===== config.mk =====
export PLATFORM = sky130hd
export DESIGN_NAME = fetch_controller_flat
export DESIGN_NICKNAME = d
export VERILOG_FILES = /design/src/rtl/fetch_controller_if.sv /design/src/rtl/fetch_controller.sv /design/src/flat_wrapper.sv
export SDC_FILE = /design/constraint.sdc
export NUM_CORES = 1
export LEC_CHECK = 0
export CORE_MARGIN = 3
export CORE_UTILIZATION = 38
export CTS_CLUSTER_DIAMETER = 100
export CTS_CLUSTER_SIZE = 20
export DETAILED_ROUTE_END_ITERATION = 16
export PLACE_DENSITY_LB_ADDON = 0.25
export RECOVER_POWER = 50
export SLEW_MARGIN = 20
export SYNTH_ARGS = -nofsm -noshare
export SYNTH_HDL_FRONTEND = slang
export SYNTH_SLANG_ARGS = --single-unit

===== constraint.sdc =====
create_clock -name clk -period 4.15 [get_ports clk]
set_input_delay 0.6225 -clock clk [delete_from_list [all_inputs] [get_ports clk]]
set_output_delay 0.6225 -clock clk [all_outputs]
set_load 0.1 [all_outputs]

===== src/rtl/fetch_controller_if.sv =====
`default_nettype none
// +-------------------------------------------------------------------------+
// | fetch_controller_if : fetch-stage control, redirect and debug-load bus   |
// | Revision: 1.0                                                            |
// +-------------------------------------------------------------------------+
interface fetch_controller_if #(
  parameter int XLEN               = 64,
  parameter int INSTRUCTION_LENGTH = XLEN / 2
);
  logic                          dbg_mode;
  logic                          dbg_wr_en_in;
  logic [XLEN-1:0]               dbg_addr_in;
  logic [INSTRUCTION_LENGTH-1:0] dbg_instr_in;
  logic                          dbg_wr_en;
  logic [XLEN-1:0]               dbg_addr;
  logic [INSTRUCTION_LENGTH-1:0] dbg_instr;
  logic                          stall;
  logic                          redirect_valid;
  logic [XLEN-1:0]               redirect_target;
  logic [XLEN-1:0]               PC_out;
  logic                          fetch_valid;
  logic                          flush;
  logic                          misaligned;
  logic [1:0]                    state;
  logic [XLEN-1:0]               fetched_count;

  modport master (
    output dbg_mode, dbg_wr_en_in, dbg_addr_in, dbg_instr_in,
           stall, redirect_valid, redirect_target,
    input  dbg_wr_en, dbg_addr, dbg_instr, PC_out, fetch_valid,
           flush, misaligned, state, fetched_count
  );

  modport slave (
    input  dbg_mode, dbg_wr_en_in, dbg_addr_in, dbg_instr_in,
           stall, redirect_valid, redirect_target,
    output dbg_wr_en, dbg_addr, dbg_instr, PC_out, fetch_valid,
           flush, misaligned, state, fetched_count
  );
endinterface
`default_nettype wire


===== src/rtl/fetch_controller.sv =====
`default_nettype none
// +-------------------------------------------------------------------------+
// | fetch_controller : PC sequencing and instruction-memory debug arbitration|
// | Revision: 1.0                                                            |
// +-------------------------------------------------------------------------+
module fetch_controller #(
  parameter int              XLEN               = 64,
  parameter int              INSTRUCTION_LENGTH = XLEN / 2,
  parameter logic [XLEN-1:0] RESET_VECTOR       = '0
) (
  input  wire               clk,
  input  wire               rst,
  fetch_controller_if.slave bus
);

  typedef enum logic [1:0] {
    IDLE = 2'd0,
    LOAD = 2'd1,
    RUN  = 2'd2,
    HALT = 2'd3
  } state_t;

  state_t          state_q, state_d;
  logic [XLEN-1:0] pc_q, pc_d;
  logic [XLEN-1:0] cnt_q, cnt_d;
  logic            flush_q, flush_d;
  logic            mis_q, mis_d;
  logic            fetch_valid_q;
  logic            fetch_valid_d;

  always_ff @(posedge clk or posedge rst) begin
    if (rst) begin
      state_q       <= IDLE;
      pc_q          <= RESET_VECTOR;
      cnt_q         <= '0;
      flush_q       <= 1'b0;
      mis_q         <= 1'b0;
      fetch_valid_q <= 1'b0;
    end else begin
      state_q       <= state_d;
      pc_q          <= pc_d;
      cnt_q         <= cnt_d;
      flush_q       <= flush_d;
      mis_q         <= mis_d;
      fetch_valid_q <= fetch_valid_d;
    end
  end

  always_comb begin
    state_d = state_q;
    pc_d    = pc_q;
    cnt_d   = cnt_q;
    flush_d = 1'b0;
    mis_d   = mis_q;
    case (state_q)
      IDLE: begin
        pc_d    = RESET_VECTOR;
        state_d = bus.dbg_mode ? LOAD : RUN;
      end
      LOAD: begin
        pc_d = RESET_VECTOR;
        if (!bus.dbg_mode) state_d = RUN;
      end
      RUN: begin
        // Priority: debug takeover, misaligned redirect, redirect, stall, advance.
        if (bus.dbg_mode) begin
          state_d = LOAD;
          pc_d    = RESET_VECTOR;
          flush_d = 1'b1;
        end else if (bus.redirect_valid) begin
          flush_d = 1'b1;
          if (bus.redirect_target[1:0] != 2'b00) begin
            state_d = HALT;
            mis_d   = 1'b1;
          end else begin
            pc_d = bus.redirect_target;
          end
        end else if (!bus.stall) begin
          pc_d  = pc_q + XLEN'(4);
          cnt_d = cnt_q + XLEN'(1);
        end
      end
      HALT: begin
        if (bus.dbg_mode) begin
          state_d = LOAD;
          pc_d    = RESET_VECTOR;
          mis_d   = 1'b0;
        end
      end
      default: state_d = IDLE;
    endcase
  end

  assign fetch_valid_d = (state_d == RUN);

  // Debug write path is intentionally combinational so LOAD-state writes land same cycle.
  assign bus.dbg_wr_en     = bus.dbg_wr_en_in && (state_q == LOAD);
  assign bus.dbg_addr      = bus.dbg_addr_in;
  assign bus.dbg_instr     = bus.dbg_instr_in;
  assign bus.PC_out        = pc_q;
  assign bus.fetch_valid   = fetch_valid_q;
  assign bus.flush         = flush_q;
  assign bus.misaligned    = mis_q;
  assign bus.state         = state_q;
  assign bus.fetched_count = cnt_q;

endmodule
`default_nettype wire


===== src/flat_wrapper.sv =====
// flat-port wrapper written by rule: the top's interface ports become plain ports
module fetch_controller_flat 
#(
  parameter int              XLEN               = 64,
  parameter int              INSTRUCTION_LENGTH = XLEN / 2,
  parameter logic [XLEN-1:0] RESET_VECTOR       = '0
)
  (clk, rst, bus_dbg_mode, bus_dbg_wr_en_in, bus_dbg_addr_in, bus_dbg_instr_in, bus_stall, bus_redirect_valid, bus_redirect_target, bus_dbg_wr_en, bus_dbg_addr, bus_dbg_instr, bus_PC_out, bus_fetch_valid, bus_flush, bus_misaligned, bus_state, bus_fetched_count);
  fetch_controller_if #(.XLEN(XLEN), .INSTRUCTION_LENGTH(INSTRUCTION_LENGTH)) bus_i ();
  input  wire clk;
  input  wire rst;
  input wire logic [$bits(bus_i.dbg_mode)-1:0] bus_dbg_mode;
  input wire logic [$bits(bus_i.dbg_wr_en_in)-1:0] bus_dbg_wr_en_in;
  input wire logic [$bits(bus_i.dbg_addr_in)-1:0] bus_dbg_addr_in;
  input wire logic [$bits(bus_i.dbg_instr_in)-1:0] bus_dbg_instr_in;
  input wire logic [$bits(bus_i.stall)-1:0] bus_stall;
  input wire logic [$bits(bus_i.redirect_valid)-1:0] bus_redirect_valid;
  input wire logic [$bits(bus_i.redirect_target)-1:0] bus_redirect_target;
  output wire logic [$bits(bus_i.dbg_wr_en)-1:0] bus_dbg_wr_en;
  output wire logic [$bits(bus_i.dbg_addr)-1:0] bus_dbg_addr;
  output wire logic [$bits(bus_i.dbg_instr)-1:0] bus_dbg_instr;
  output wire logic [$bits(bus_i.PC_out)-1:0] bus_PC_out;
  output wire logic [$bits(bus_i.fetch_valid)-1:0] bus_fetch_valid;
  output wire logic [$bits(bus_i.flush)-1:0] bus_flush;
  output wire logic [$bits(bus_i.misaligned)-1:0] bus_misaligned;
  output wire logic [$bits(bus_i.state)-1:0] bus_state;
  output wire logic [$bits(bus_i.fetched_count)-1:0] bus_fetched_count;
  assign bus_i.dbg_mode = bus_dbg_mode;
  assign bus_i.dbg_wr_en_in = bus_dbg_wr_en_in;
  assign bus_i.dbg_addr_in = bus_dbg_addr_in;
  assign bus_i.dbg_instr_in = bus_dbg_instr_in;
  assign bus_i.stall = bus_stall;
  assign bus_i.redirect_valid = bus_redirect_valid;
  assign bus_i.redirect_target = bus_redirect_target;
  assign bus_dbg_wr_en = bus_i.dbg_wr_en;
  assign bus_dbg_addr = bus_i.dbg_addr;
  assign bus_dbg_instr = bus_i.dbg_instr;
  assign bus_PC_out = bus_i.PC_out;
  assign bus_fetch_valid = bus_i.fetch_valid;
  assign bus_flush = bus_i.flush;
  assign bus_misaligned = bus_i.misaligned;
  assign bus_state = bus_i.state;
  assign bus_fetched_count = bus_i.fetched_count;
  fetch_controller #(.XLEN(XLEN), .INSTRUCTION_LENGTH(INSTRUCTION_LENGTH), .RESET_VECTOR(RESET_VECTOR)) u_core (.clk(clk), .rst(rst), .bus(bus_i));
endmodule

==> flow_metrics.env <==
export IMPL_ctsResizeCount=0
export IMPL_post_place_ws_ns=0.816
export IMPL_fin_crit_ns=3.06
export IMPL_die_area_sq_um=24000
export IMPL_clockBufferDepth=2
export IMPL_io_buffers=203
export IMPL_first_pass_iters=5
export IMPL_grt_pass1_wl_um=40200
export IMPL_worstPathCellList="dlygate4sd3_1, nor4b_4, nand4_1, or3_1, nor4_2, xor2_1"
export IMPL_yosys_top_cells_area="dfrtp_1 40%, buf_4 8.6%, nand2_1 4.7%"
export IMPL_synthDistinctLibCells=64
export IMPL_grt_usage=0.208
export IMPL_holdWs_ns=0.478
export IMPL_yosys_area_top_type="dfrtp_1"
export IMPL_criticalPathCategory="input pin to flip-flop"
export IMPL_fmax_mhz=327
export IMPL_gr_total_overflow=0
export IMPL_total_leakage_power_uw=0.00435
export IMPL_clkSinkCount=133
export IMPL_design_area_sq_um=10600
export IMPL_finalWirelength_um=25500
export IMPL_synth_area_sq_um=8410
export IMPL_power_internal_uw=2390
export IMPL_insertedDiodeCount=0
export IMPL_final_hold_violation_count=0
export IMPL_cts_tree="done"
export IMPL_antenna_found_initial=0
export IMPL_numCtsBuffers=17
export IMPL_ys_warn_count=0
export IMPL_ys_seq_elements=133
export IMPL_rsz0062_at_grt="no"
export IMPL_maxSlewHeadroom=-0.288
export IMPL_synth_seq_area_share=0.396
export IMPL_cts_root_buffer="clkbuf_16"
export IMPL_cts_setup_buffers=0
export IMPL_total_power_uw=3260
export IMPL_start_util=0.394
export IMPL_gp_congestion=0.834
export IMPL_skew_ns=0.0105
export IMPL_critPathTopFamily="simple AND/OR/NAND/NOR gates"
export IMPL_routedWlPerCell_um=19.3
export IMPL_hold_path_class="flip-flop to flip-flop"
export IMPL_peakVddDrop_v=0.000216
export IMPL_num_vias=7643
export IMPL_clockPowerShare=0.460
export IMPL_dp_hpwl_um=18500
export IMPL_grt_max_degree=48
export IMPL_fin_crit_sh=0.737
export IMPL_grt_pass1_vias=7348
export IMPL_slowest_stage="or3_1"
export IMPL_failed_checks="capacitance limit, slew limit"
export IMPL_first_iter_violations=699
export IMPL_tns_ns=0
export IMPL_drc=0
export IMPL_layout_drive_gt1_share=0.0623
export IMPL_synthArstFlopShare=1.00
export IMPL_std_cell_rows=53
export IMPL_net_switching_power_uw=871
export IMPL_p_seq_frac=0.415
export IMPL_synth_common_cells="133 x dfrtp_1, 106 x nand2_1, 96 x buf_4"
export IMPL_worstPathMaxFanout=14
export IMPL_worst_pin_slew_ns=1.92
export IMPL_power_density_nw_per_um2=308
export IMPL_yosys_area_top_type_share=0.396
export IMPL_dieWidth_um=155
export IMPL_end_kind="flip-flop"
export IMPL_synth_fp_nets=1099
export IMPL_crit_path_start_kind="input pin"
export IMPL_ios=396
export IMPL_pwr_share_comb=0.125
export IMPL_yosysMostFrequentCell="dfrtp_1"
export IMPL_clk_latency_ns=0.42
export IMPL_whs_path_depth=1
export IMPL_clk_pin_slew_ns=0.06
export IMPL_status="finished with violations"
export IMPL_slew_viol_final=43
export IMPL_synthFlopType="dfrtp_1"
export IMPL_cap_viol_max_count=1
export IMPL_cp_data_required_time_ns=4.49
export IMPL_switching_share=0.267
export IMPL_h_tree_depth=4
export IMPL_vias_per_cell=5.80
export IMPL_reg2reg_depth=5
export IMPL_cp_depth=6
export IMPL_die_h_um=155
export IMPL_coreArea_sq_um=21400
export IMPL_final_nets=1198
export IMPL_synthCells=931
export IMPL_hold_buffers=0
export IMPL_placed_area_sq_um=10100
export IMPL_worst_slack_ns=1.09
export IMPL_synthToLayoutAreaGrowth_pct=25.9
export IMPL_worstPathArrival_ns=3.40
export IMPL_avgSynthCellArea_sq_um=9.04
export IMPL_setup_viol=0
export IMPL_ant_nets=0
export IMPL_cpPeakStageDelay_ns=0.73
export IMPL_path_buf_inv=1
export IMPL_synth_edf_count=0
## cell families (layout without fill, tap and decap cells)
logic type      Yosys count  in the layout  synth area share
simple gates            429            429             0.283
buf+inv                 153            265             0.113
compound gates          134            134             0.120
flops                   133            133             0.396
xor+xnor                 70             70            0.0729
mux                      10             10            0.0123
fa+ha+maj                 2              2           0.00297
## layout by cell type, fill, tap and decap left out, types with 5 or more instances in the layout
master / instances
a21o_1: 10
a21oi_1: 11
a221o_1: 10
a22o_1: 15
a22oi_1: 15
and2_1: 10
and3_1: 15
and4_1: 15
buf_4: 9
clkbuf_1: 6
clkbuf_16: 17
clkdlybuf4s50_1: 199
clkinv_2: 5
dfrtp_1: 133
inv_1: 16
mux2i_1: 7
nand2_1: 106
nand3_1: 61
nand4_1: 54
nor2_1: 49
nor3_1: 27
nor3_2: 7
nor4_1: 21
nor4_2: 6
o211ai_1: 5
o21ai_0: 22
o311ai_0: 5
o31ai_1: 9
or3_1: 11
or4_1: 20
xnor2_1: 30
xor2_1: 40
## routing by layer
layer  wire [um]  part of all wire  track usage  vias up
li1            -                 -            -     3534
met3        2160             0.085       0.0470       50
met5           0                 0            0        -
met2       11300              0.44        0.314      375
met4         615             0.024       0.0715        0
met1       11400              0.45        0.296     3684
## worst reg2reg max path, cell delays in order (launching register included)
cell and delay [ns]:
dfrtp_1 0.62, nand4_1 0.24, nor4_1 0.83, nand4_1 0.56, or4_1 0.62, nand3_1 0.08
## power groups by stage
stage               combinational, uW  clock, uW  sequential [uW]
floorplan                         533          0             1530
global route                      429       1580             1360
detailed placement                416          0             1380
global placement                  416          0             1380
CTS                               417       1520             1360
finish                            407       1500             1350
## layout make-up
type / count / area (sq um)
Sequential cell: 133 / 3330
Timing Repair Buffer: 216 / 2140
Tap cell: 275 / 344
Multi-Input combinational cell: 645 / 4140
Inverter: 17 / 65.1
Fill cell: 1987 / 10800
Clock buffer: 22 / 444
Clock inverter: 10 / 131
## path summary, 6_finish.rpt
check	endpoint	slack, ns	from
setup / recovery	u_core.bus.fetched_count[57]	1.09	bus_dbg_mode
hold reg to reg	u_core.bus.fetched_count[63]	0.48	u_core.bus.fetched_count[63]
max in group asynchronous	u_core.bus.fetched_count[26]	1.11	rst
setup reg to reg	u_core.bus.PC_out[57]	1.14	u_core.bus.PC_out[24]
hold / removal	u_core.bus.fetched_count[63]	0.48	u_core.bus.fetched_count[63]
min in group asynchronous	u_core.bus.misaligned	1.15	rst
## per-stage QoR
step,utilization,std cells
global placement,0.472,1286
CTS,0.499,1318
floorplan,-,931
global route,0.496,1318
detailed placement,0.472,1286
finish,0.496,1318
## state kept, by name, indices dropped and copies added (netlist names)
name / count
u_core.bus.PC_out: 64
u_core.bus.fetch_valid: 1
u_core.bus.fetched_count: 64
u_core.bus.flush: 1
u_core.bus.misaligned: 1
u_core.bus.state: 2
(Power assumes the default switching activity.)
